--- src/rtl/qspi_mem_arbiter_if.sv ---
// Bus bundle between the core-side Wishbone-classic requesters, the
// arbiter and the single QSPI XIP memory controller.
//   slave  : arbiter view (requests in, memory side out)
//   master : environment view (requesters plus memory controller)
interface qspi_mem_arbiter_if #(
   parameter int NUM_REQ = 6,
   parameter int AW      = 24,
   parameter int DW      = 32
);
   // Requester side
   logic [NUM_REQ-1:0]      en_i;
   logic [NUM_REQ-1:0]      req_cyc_i;
   logic [NUM_REQ-1:0]      req_we_i;
   logic [NUM_REQ*AW-1:0]   req_adr_i;
   logic [NUM_REQ*DW-1:0]   req_dat_i;
   logic [NUM_REQ*4-1:0]    req_sel_i;
   logic [NUM_REQ-1:0]      req_ack_o;
   logic [NUM_REQ-1:0]      req_err_o;
   logic [DW-1:0]           req_dat_o;

   // Memory controller side
   logic                    mem_cyc_o;
   logic                    mem_we_o;
   logic [AW-1:0]           mem_adr_o;
   logic [DW-1:0]           mem_dat_o;
   logic [3:0]              mem_sel_o;
   logic                    mem_ack_i;
   logic [DW-1:0]           mem_dat_i;

   // Status
   logic [NUM_REQ-1:0]      grant_o;
   logic                    busy_o;

   modport slave (
      input  en_i, req_cyc_i, req_we_i, req_adr_i, req_dat_i, req_sel_i,
      input  mem_ack_i, mem_dat_i,
      output req_ack_o, req_err_o, req_dat_o,
      output mem_cyc_o, mem_we_o, mem_adr_o, mem_dat_o, mem_sel_o,
      output grant_o, busy_o
   );

   modport master (
      output en_i, req_cyc_i, req_we_i, req_adr_i, req_dat_i, req_sel_i,
      output mem_ack_i, mem_dat_i,
      input  req_ack_o, req_err_o, req_dat_o,
      input  mem_cyc_o, mem_we_o, mem_adr_o, mem_dat_o, mem_sel_o,
      input  grant_o, busy_o
   );
endinterface

--- src/rtl/qspi_mem_arbiter.sv ---
// Round-robin arbiter sharing one QSPI XIP memory controller between
// NUM_REQ Wishbone-classic masters. A grant covers exactly one bus
// transaction and is always followed by one IDLE cycle.
//
// Optional feature: define QSPI_MEM_ARBITER_TIMEOUT_EN to add an ack
// watchdog that errors out a grant after TIMEOUT BUSY cycles without ack.
module qspi_mem_arbiter #(
   parameter int NUM_REQ = 6,
   parameter int AW      = 24,
   parameter int DW      = 32,
   parameter int TIMEOUT = 1023
) (
   input  logic               clk_i,
   input  logic               rst_i,
   qspi_mem_arbiter_if.slave  bus
);

   localparam int IW = $clog2(NUM_REQ);

   typedef enum logic {
      S_IDLE = 1'b0,
      S_BUSY = 1'b1
   } state_t;

   state_t              r_state;
   state_t              w_state_nxt;
   logic [NUM_REQ-1:0]  r_grant;
   logic [NUM_REQ-1:0]  w_grant_nxt;
   logic [IW-1:0]       r_gidx;
   logic [IW-1:0]       w_gidx_nxt;
   logic [IW-1:0]       r_last;
   logic [IW-1:0]       w_last_nxt;

   logic [NUM_REQ-1:0]  w_elig;
   logic                w_found;
   logic [IW-1:0]       w_pick;
   logic                w_cyc_g;
   logic                w_timeout;

   logic                w_mem_cyc;
   logic                w_mem_we;
   logic [AW-1:0]       w_mem_adr;
   logic [DW-1:0]       w_mem_dat;
   logic [3:0]          w_mem_sel;
   logic [NUM_REQ-1:0]  w_req_ack;
   logic [NUM_REQ-1:0]  w_req_err;

`ifdef QSPI_MEM_ARBITER_TIMEOUT_EN
   localparam int CW = $clog2(TIMEOUT + 1);

   logic [CW-1:0]       r_cnt;
   logic [CW-1:0]       w_cnt_nxt;
`endif

   // Index of requester base+off, wrapping at NUM_REQ.
   function automatic logic [IW-1:0] f_wrap(input logic [IW-1:0] base, input int off);
      int s;
      s = int'(base) + off;
      if (s >= NUM_REQ) s = s - NUM_REQ;
      return IW'(s);
   endfunction

   // Disabled requesters never compete.
   assign w_elig  = bus.req_cyc_i & bus.en_i;
   assign w_cyc_g = bus.req_cyc_i[r_gidx];

`ifdef QSPI_MEM_ARBITER_TIMEOUT_EN
   // r_cnt counts completed ack-less BUSY cycles, so the TIMEOUT-th BUSY
   // cycle is the one where it holds TIMEOUT-1. Ack in that cycle wins.
   assign w_timeout = (r_state == S_BUSY) && !bus.mem_ack_i &&
                      (r_cnt == CW'(TIMEOUT - 1));
`else
   assign w_timeout = 1'b0;

   // TIMEOUT only matters when the watchdog is compiled in.
   logic w_unused_timeout;
   assign w_unused_timeout = (TIMEOUT > 0);
`endif

   // Round-robin search: first eligible requester after the last one served.
   always_comb begin
      w_found = 1'b0;
      w_pick  = r_last;
      for (int k = 1; k <= NUM_REQ; k++) begin
         if (!w_found && w_elig[f_wrap(r_last, k)]) begin
            w_found = 1'b1;
            w_pick  = f_wrap(r_last, k);
         end
      end
   end

   // State register: grant, its index, round-robin pointer and watchdog.
   always_ff @(posedge clk_i) begin
      // NOTE: non-blocking assignments keep every register updating from
      // the same pre-edge values, independent of statement order.
      if (rst_i) begin
         r_state <= S_IDLE;
         r_grant <= '0;
         r_gidx  <= '0;
         r_last  <= IW'(NUM_REQ - 1);
`ifdef QSPI_MEM_ARBITER_TIMEOUT_EN
         r_cnt   <= '0;
`endif
      end else begin
         r_state <= w_state_nxt;
         r_grant <= w_grant_nxt;
         r_gidx  <= w_gidx_nxt;
         r_last  <= w_last_nxt;
`ifdef QSPI_MEM_ARBITER_TIMEOUT_EN
         r_cnt   <= w_cnt_nxt;
`endif
      end
   end

   // Next state: grant from IDLE, release on ack, abort or timeout.
   always_comb begin
      // NOTE: hold-value defaults on every path keep this block free of latches.
      w_state_nxt = r_state;
      w_grant_nxt = r_grant;
      w_gidx_nxt  = r_gidx;
      w_last_nxt  = r_last;
`ifdef QSPI_MEM_ARBITER_TIMEOUT_EN
      w_cnt_nxt   = r_cnt;
`endif
      unique case (r_state)
         S_IDLE: begin
            if (w_found) begin
               w_state_nxt = S_BUSY;
               w_grant_nxt = NUM_REQ'(1) << w_pick;
               w_gidx_nxt  = w_pick;
`ifdef QSPI_MEM_ARBITER_TIMEOUT_EN
               w_cnt_nxt   = '0;
`endif
            end
         end
         S_BUSY: begin
            if (bus.mem_ack_i || !w_cyc_g || w_timeout) begin
               w_state_nxt = S_IDLE;
               w_grant_nxt = '0;
               w_last_nxt  = r_gidx;
            end else begin
`ifdef QSPI_MEM_ARBITER_TIMEOUT_EN
               w_cnt_nxt   = r_cnt + CW'(1);
`endif
            end
         end
      endcase
   end

   // Outputs: route the granted requester to memory, fan ack/err back out.
   always_comb begin
      w_mem_cyc = 1'b0;
      w_mem_we  = 1'b0;
      w_mem_adr = '0;
      w_mem_dat = '0;
      w_mem_sel = '0;
      w_req_ack = '0;
      w_req_err = '0;
      if (r_state == S_BUSY) begin
         // cyc follows the requester so an abort reaches memory the same cycle.
         w_mem_cyc = w_cyc_g && !w_timeout;
         w_mem_we  = bus.req_we_i[r_gidx];
         w_mem_adr = bus.req_adr_i[r_gidx*AW +: AW];
         w_mem_dat = bus.req_dat_i[r_gidx*DW +: DW];
         w_mem_sel = bus.req_sel_i[r_gidx*4 +: 4];
         if (bus.mem_ack_i) w_req_ack = r_grant;
         if (w_timeout)     w_req_err = r_grant;
      end
   end

   assign bus.mem_cyc_o = w_mem_cyc;
   assign bus.mem_we_o  = w_mem_we;
   assign bus.mem_adr_o = w_mem_adr;
   assign bus.mem_dat_o = w_mem_dat;
   assign bus.mem_sel_o = w_mem_sel;
   assign bus.req_ack_o = w_req_ack;
   assign bus.req_err_o = w_req_err;
   assign bus.req_dat_o = bus.mem_dat_i;
   assign bus.grant_o   = r_grant;
   assign bus.busy_o    = (r_state == S_BUSY);

endmodule
--- src/flat_wrapper.sv ---
// flat-port wrapper written by rule: the top's interface ports become plain ports
module qspi_mem_arbiter_flat 
#(
   parameter int NUM_REQ = 6,
   parameter int AW      = 24,
   parameter int DW      = 32,
   parameter int TIMEOUT = 1023
)
  (clk_i, rst_i, bus_en_i, bus_req_cyc_i, bus_req_we_i, bus_req_adr_i, bus_req_dat_i, bus_req_sel_i, bus_mem_ack_i, bus_mem_dat_i, bus_req_ack_o, bus_req_err_o, bus_req_dat_o, bus_mem_cyc_o, bus_mem_we_o, bus_mem_adr_o, bus_mem_dat_o, bus_mem_sel_o, bus_grant_o, bus_busy_o);
  qspi_mem_arbiter_if #(.NUM_REQ(NUM_REQ), .AW(AW), .DW(DW)) bus_i ();
  input  logic clk_i;
  input  logic rst_i;
  input wire logic [$bits(bus_i.en_i)-1:0] bus_en_i;
  input wire logic [$bits(bus_i.req_cyc_i)-1:0] bus_req_cyc_i;
  input wire logic [$bits(bus_i.req_we_i)-1:0] bus_req_we_i;
  input wire logic [$bits(bus_i.req_adr_i)-1:0] bus_req_adr_i;
  input wire logic [$bits(bus_i.req_dat_i)-1:0] bus_req_dat_i;
  input wire logic [$bits(bus_i.req_sel_i)-1:0] bus_req_sel_i;
  input wire logic [$bits(bus_i.mem_ack_i)-1:0] bus_mem_ack_i;
  input wire logic [$bits(bus_i.mem_dat_i)-1:0] bus_mem_dat_i;
  output wire logic [$bits(bus_i.req_ack_o)-1:0] bus_req_ack_o;
  output wire logic [$bits(bus_i.req_err_o)-1:0] bus_req_err_o;
  output wire logic [$bits(bus_i.req_dat_o)-1:0] bus_req_dat_o;
  output wire logic [$bits(bus_i.mem_cyc_o)-1:0] bus_mem_cyc_o;
  output wire logic [$bits(bus_i.mem_we_o)-1:0] bus_mem_we_o;
  output wire logic [$bits(bus_i.mem_adr_o)-1:0] bus_mem_adr_o;
  output wire logic [$bits(bus_i.mem_dat_o)-1:0] bus_mem_dat_o;
  output wire logic [$bits(bus_i.mem_sel_o)-1:0] bus_mem_sel_o;
  output wire logic [$bits(bus_i.grant_o)-1:0] bus_grant_o;
  output wire logic [$bits(bus_i.busy_o)-1:0] bus_busy_o;
  assign bus_i.en_i = bus_en_i;
  assign bus_i.req_cyc_i = bus_req_cyc_i;
  assign bus_i.req_we_i = bus_req_we_i;
  assign bus_i.req_adr_i = bus_req_adr_i;
  assign bus_i.req_dat_i = bus_req_dat_i;
  assign bus_i.req_sel_i = bus_req_sel_i;
  assign bus_i.mem_ack_i = bus_mem_ack_i;
  assign bus_i.mem_dat_i = bus_mem_dat_i;
  assign bus_req_ack_o = bus_i.req_ack_o;
  assign bus_req_err_o = bus_i.req_err_o;
  assign bus_req_dat_o = bus_i.req_dat_o;
  assign bus_mem_cyc_o = bus_i.mem_cyc_o;
  assign bus_mem_we_o = bus_i.mem_we_o;
  assign bus_mem_adr_o = bus_i.mem_adr_o;
  assign bus_mem_dat_o = bus_i.mem_dat_o;
  assign bus_mem_sel_o = bus_i.mem_sel_o;
  assign bus_grant_o = bus_i.grant_o;
  assign bus_busy_o = bus_i.busy_o;
  qspi_mem_arbiter #(.NUM_REQ(NUM_REQ), .AW(AW), .DW(DW), .TIMEOUT(TIMEOUT)) u_core (.clk_i(clk_i), .rst_i(rst_i), .bus(bus_i));
endmodule
--- config.mk ---
export PLATFORM = sky130hd
export DESIGN_NAME = qspi_mem_arbiter_flat
export DESIGN_NICKNAME = d
export VERILOG_FILES = /design/src/rtl/qspi_mem_arbiter_if.sv /design/src/rtl/qspi_mem_arbiter.sv /design/src/flat_wrapper.sv
export SDC_FILE = /design/constraint.sdc
export NUM_CORES = 1
export LEC_CHECK = 0
export CORE_AREA = 10 10 194 196
export DETAILED_ROUTE_END_ITERATION = 7
export DIE_AREA = 0 0 204 206
export GPL_TIMING_DRIVEN = 0
export PLACE_DENSITY = 0.52
export SLEW_MARGIN = 10
export SYNTH_ARGS = -nofsm -noshare
export SYNTH_HDL_FRONTEND = slang
export SYNTH_SLANG_ARGS = --single-unit
--- constraint.sdc ---
create_clock -name clk_i -period 7.77 [get_ports clk_i]
set_input_delay 1.554 -clock clk_i [delete_from_list [all_inputs] [get_ports clk_i]]
set_output_delay 1.554 -clock clk_i [all_outputs]
set_load 0.05 [all_outputs]
* Word-level counts from Yosys, hierarchy flattened
Cells that the tools add are included.
** Cells by class
- Mux-type cells :: 47
- Order comparisons :: 13
- Reductions and logical operators :: 15
- Shift-type cells :: 4
- Bitwise logic cells :: 2
- Eq/ne operators :: 2
- $mul :: 1
- Add/subtract/negate cells :: 12
** Operator list (count)
- variable part select 192 x 9 -> 32 bit :: 1
- variable part select 144 x 9 -> 24 bit :: 1
- 2-to-1 mux 3 bit :: 12
- 2-to-1 mux 32 bit :: 1
- < comparator 3 x 4 -> 1 bit, second input constant :: 7
- binary-select mux 1 bit (select 3 bit) :: 8
- greater-or-equal comparator 4 x 3 -> 1 bit, second input constant :: 6
- 2-to-1 mux 24 bit :: 1
- 2-to-1 mux 6 bit :: 4
- variable part select 24 x 6 -> 4 bit :: 1
- 2-to-1 mux 1 bit :: 18
- subtractor 3 x 2 -> 3 bit, second input constant :: 6
- adder 3 x 3 -> 4 bit, second input constant :: 3
- case mux 6 bit (2 select lines) :: 1
- adder 3 x 2 -> 4 bit, second input constant :: 2
- bitwise AND 6 bit :: 1
- zero test 1 bit :: 6
- AND reduction 2 bit :: 3
- << shifter 1 x 3 -> 6 bit, first input constant :: 1
- logical AND 1 bit :: 5
- multiplier 3 x 2 -> 5 bit, second input constant :: 1
- adder 3 x 1 -> 4 bit, second input constant :: 1
- 2-to-1 mux 4 bit :: 1
- inequality test 2 x 1 -> 1 bit, second input constant :: 1
- 4 further kinds :: 4
** Word-level totals
- Flip-flop bits (word level) :: 13
- Word-level logic and storage cells :: 100
- Input bits :: 413

* Logic depth before layout (Yosys ltp)
- Depth in word-level cells :: 24
- Mapped depth :: 14

* Worst setup path before layout
No wires, ideal clock.
- Kind :: input to output
- Start point :: input bus_req_cyc_i[2]
- End point :: output bus_mem_cyc_o
- Stages on the path :: 3
- Buffers on the path :: 0
- Arrival :: 2.540 ns
- Path slack :: 3.676 ns
- Cell sequence :: mux4_2 a21oi_1 nor2b_1
** Between the ends
- Cells in the longest elaborated chain, start to end :: 3
** Ends and longest elaborated chain
- start, declared :: line flat_wrapper.sv:14 : input wire logic [$bits(bus_i.req_cyc_i)-1:0] bus_req_cyc_i;
- binary-select mux 1 bit (select 3 bit) :: line qspi_mem_arbiter.sv:65 : assign w_cyc_g = bus.req_cyc_i[r_gidx];
- 2-to-1 mux 1 bit (not written as such) :: line qspi_mem_arbiter.sv:65
- 2-to-1 mux 1 bit :: line qspi_mem_arbiter.sv:159 : if (r_state == S_BUSY) begin
- end, declared :: line flat_wrapper.sv:24 : output wire logic [$bits(bus_i.mem_cyc_o)-1:0] bus_mem_cyc_o;
No other way between the ends. The select of a mux whose other input is x is not followed.

* Worst setup path in the final report
- Start point :: register u_core.r_gidx[0]
- End point :: output bus_mem_adr_o[20]
** Between the ends
- Cells in the longest elaborated chain, start to end :: 3
** Ends and longest elaborated chain
- start, declared :: line qspi_mem_arbiter.sv:29 : logic [IW-1:0] r_gidx;
- start signal, assigned :: line qspi_mem_arbiter.sv:107 : r_gidx <= w_gidx_nxt;
- multiplier 3 x 2 -> 5 bit :: line qspi_mem_arbiter.sv:163 : w_mem_adr = bus.req_adr_i[r_gidx*AW +: AW];
- variable part select 144 x 9 -> 24 bit :: line qspi_mem_arbiter.sv:163
- 2-to-1 mux 24 bit :: line qspi_mem_arbiter.sv:159
- end, declared :: line flat_wrapper.sv:26 : output wire logic [$bits(bus_i.mem_adr_o)-1:0] bus_mem_adr_o;
No other way between the ends.

==> flow_summary.ini <==
[outcome]
status = finished, final reports clean

[synth]
synth-main-ff-cell = dfxtp_1
yosys.area.top_type_share_pct = 28.8
ys_types = 63
async_flop_share_pct = 0
yosysSeqAreaShare_pct = 5.28
synth_seq_cells = 13
syn_inst = 582
synth_top_area_cell = mux4_2
synth_edf_count = 0
synth_area_um2 = 4930
yosys_warnings = 0
synth_area_leaders = mux4_2 (29%), mux2i_1 (13%), and2_1 (8.0%)
yosys-top-cells-count = nand2_1 (80), o21ai_0 (69), mux2i_1 (66), and2_1 (63), mux4_2 (63)
syn_area_per_cell_um2 = 8.47
synth.most_common_cell = nand2_1

[placed_design]
port-buffer-count = 487
pre_cts_slack_ns = 2.18
gp_congestion = 0.854
dp_cells = 1529
dpl-instance-area_um2 = 10400
dp_hpwl_mm = 32.4

[sta]
rsz0062_at_grt = false
final_max_slew_viol_count = 0
tns_ns = 0
fin_crit_sh_pct = 74.0
fin_skew_ns = 0.00197
slew_headroom_pct = 37.5
hold_slack_ns = 0.477
max_freq_mhz = 174
tightestPinTransition_ns = 0.938
period_minus_slack_ns = 5.75
hold_viol_final = 0
setup_viol_count_final = 0
final.setup.worst_slack_ns = 2.02

[cts]
h-tree-depth = 1
cts_root_buf = clkbuf_16
cts_sinks = 13
cts_inserted_buffers = 3
cts.clk_slew.worst_paths_ns = 0.04
ctsResizeCount = 0
post_cts_buffers = 0
cts_hold_buf = 0
cts_tree = done
cts_buffer_depth = 2
clock_latency_ns = 0.24

[floorplan]
fp.dieH_um = 206
row_count = 68
ios = 526
initial_core_util_pct = 14.5
die_w_um = 204
die_area_um2 = 42000
core_um2 = 33900

[worst_setup_path]
r2r_cells = 13
worstReg2RegStart = u_core.r_last[1]
worst_r2r_endpoint = u_core.bus.grant_o[1]
r2r_slack_ns = 3.99
critPathRequiredTime_ns = 6.22
worstSetupEndpoint = bus_mem_adr_o[20]
crit_start = u_core.r_gidx[0]
crit_path_end_kind = output pin
critPathKind = reg2out
cp.arrival_ns = 4.19
start_kind = flop
critical_path.max_fanout = 10

[worst_hold_path]
hp-start = u_core.bus.grant_o[0]
min_path_type = reg2reg

[finish]
design_area_um2 = 10500
area_growth_pct = 112
nets = 1501
fill_cells = 3595
layout.cells.non_filler = 1533
antenna_cells = 0
drive_above_1_share_pct = 12.2
layout.core_utilization_pct = 30.8

[route]
vias = 6675
wl_per_cell_um = 23.7
ant_nets = 0
drt_iter0_markers = 255
first_pass_iters = 4
drc = 0
drt_wl_total_mm = 36.3
vias_per_cell = 4.35

[pwr]
p_per_area_nw_per_um2 = 261
power_mw = 2.73
peakVddDrop_uv = 107
p_leak_nw = 3.78

[global_routing]
gr-total-overflow = 0
grt_pass1_vias = 7123
grt_first_pass_wirelength_mm = 49.6
grt_max_degree = 11
antenna_found_initial = 3
grt_use_total_pct = 15.7

[flow_run]
drv_cap = 0
[report_power, final]
group          internal (mW)  switching, mW  total (mW)
logic                   1.03           1.49        2.52
clock network         0.0692         0.0287      0.0979
registers             0.0909         0.0237       0.115
total                   1.19           1.54        2.73
[layout make-up]
type | instances | area (um^2) | area share (%)
inverters | 14 | 55.1 | 0.526
well taps | 455 | 569 | 5.44
flip-flops and latches | 13 | 260 | 2.49
plain buffers | 88 | 503 | 4.80
clock buffers | 4 | 78.8 | 0.753
multi-input cells | 472 | 4130 | 39.4
repair buffers | 487 | 4870 | 46.6
[how the worst min path moves through the flow]
stage	to	cells past startpoint	slack (ns)
final	u_core.bus.grant_o[0]	2	0.48
after global routing	u_core.bus.grant_o[5]	2	0.51
after CTS	u_core.bus.grant_o[0]	2	0.47
after detailed placement	u_core.bus.grant_o[0]	2	0.46
after global placement	u_core.bus.grant_o[0]	2	0.46
after floorplan	u_core.r_last[2]	3	0.66
[kinds of logic (layout without fill, tap and decap cells)]
family                   after synthesis  in the layout  synth area share [%]
AO/OA/AOI/OAI                        114            114                  14.5
XOR/XNOR                              10             10                  1.78
adder cells (fa/ha/maj)                9              9                  2.29
buffers and inverters                102            593                  11.3
flip-flops                            13             13                  5.28
multiplexers                         132            132                  43.2
other                                  1              6                0.0761
AND/OR/NAND/NOR                      201            201                  21.6
[layout by cell type (no fill, tap or decap), drive strengths merged, types with 7 or more instances in the layout]
master         synthesis  routed
clkdlybuf4s50          0     487
nand2                 80      80
o21ai                 76      76
mux2i                 67      67
mux4                  63      63
and2                  63      63
buf                   64      63
clkbuf                24      29
inv                   14      14
dfxtp                 13      13
nor2                  11      11
ha                     9       9
nand2b                 8       8
nand3                  8       8
a21oi                  8       8
xnor2                  7       7
[worst max-delay path: stages (launching register included)]
cell and delay [ns]:
dfxtp_1 0.30, clkbuf_1 0.59, clkbuf_1 0.76, buf_1 0.73, mux2i_1 0.24, o21ai_0 0.20
and2_1 0.24, clkdlybuf4s50_1 0.86
[sequential cells by signal (all words and copies together) (netlist names)]
name                count
u_core.r_gidx           3
u_core.bus.busy_o       1
u_core.r_last           3
u_core.bus.grant_o      6
[per-layer routing]
metal	up-vias	wire length, um	global-route usage, %
met5	-	34	0
met4	6	327	1.93
met3	23	3260	4.73
met2	329	18200	27.8
met1	3215	14500	18.9
li1	3102	-	-
Power figures use the tool's default switching activity.
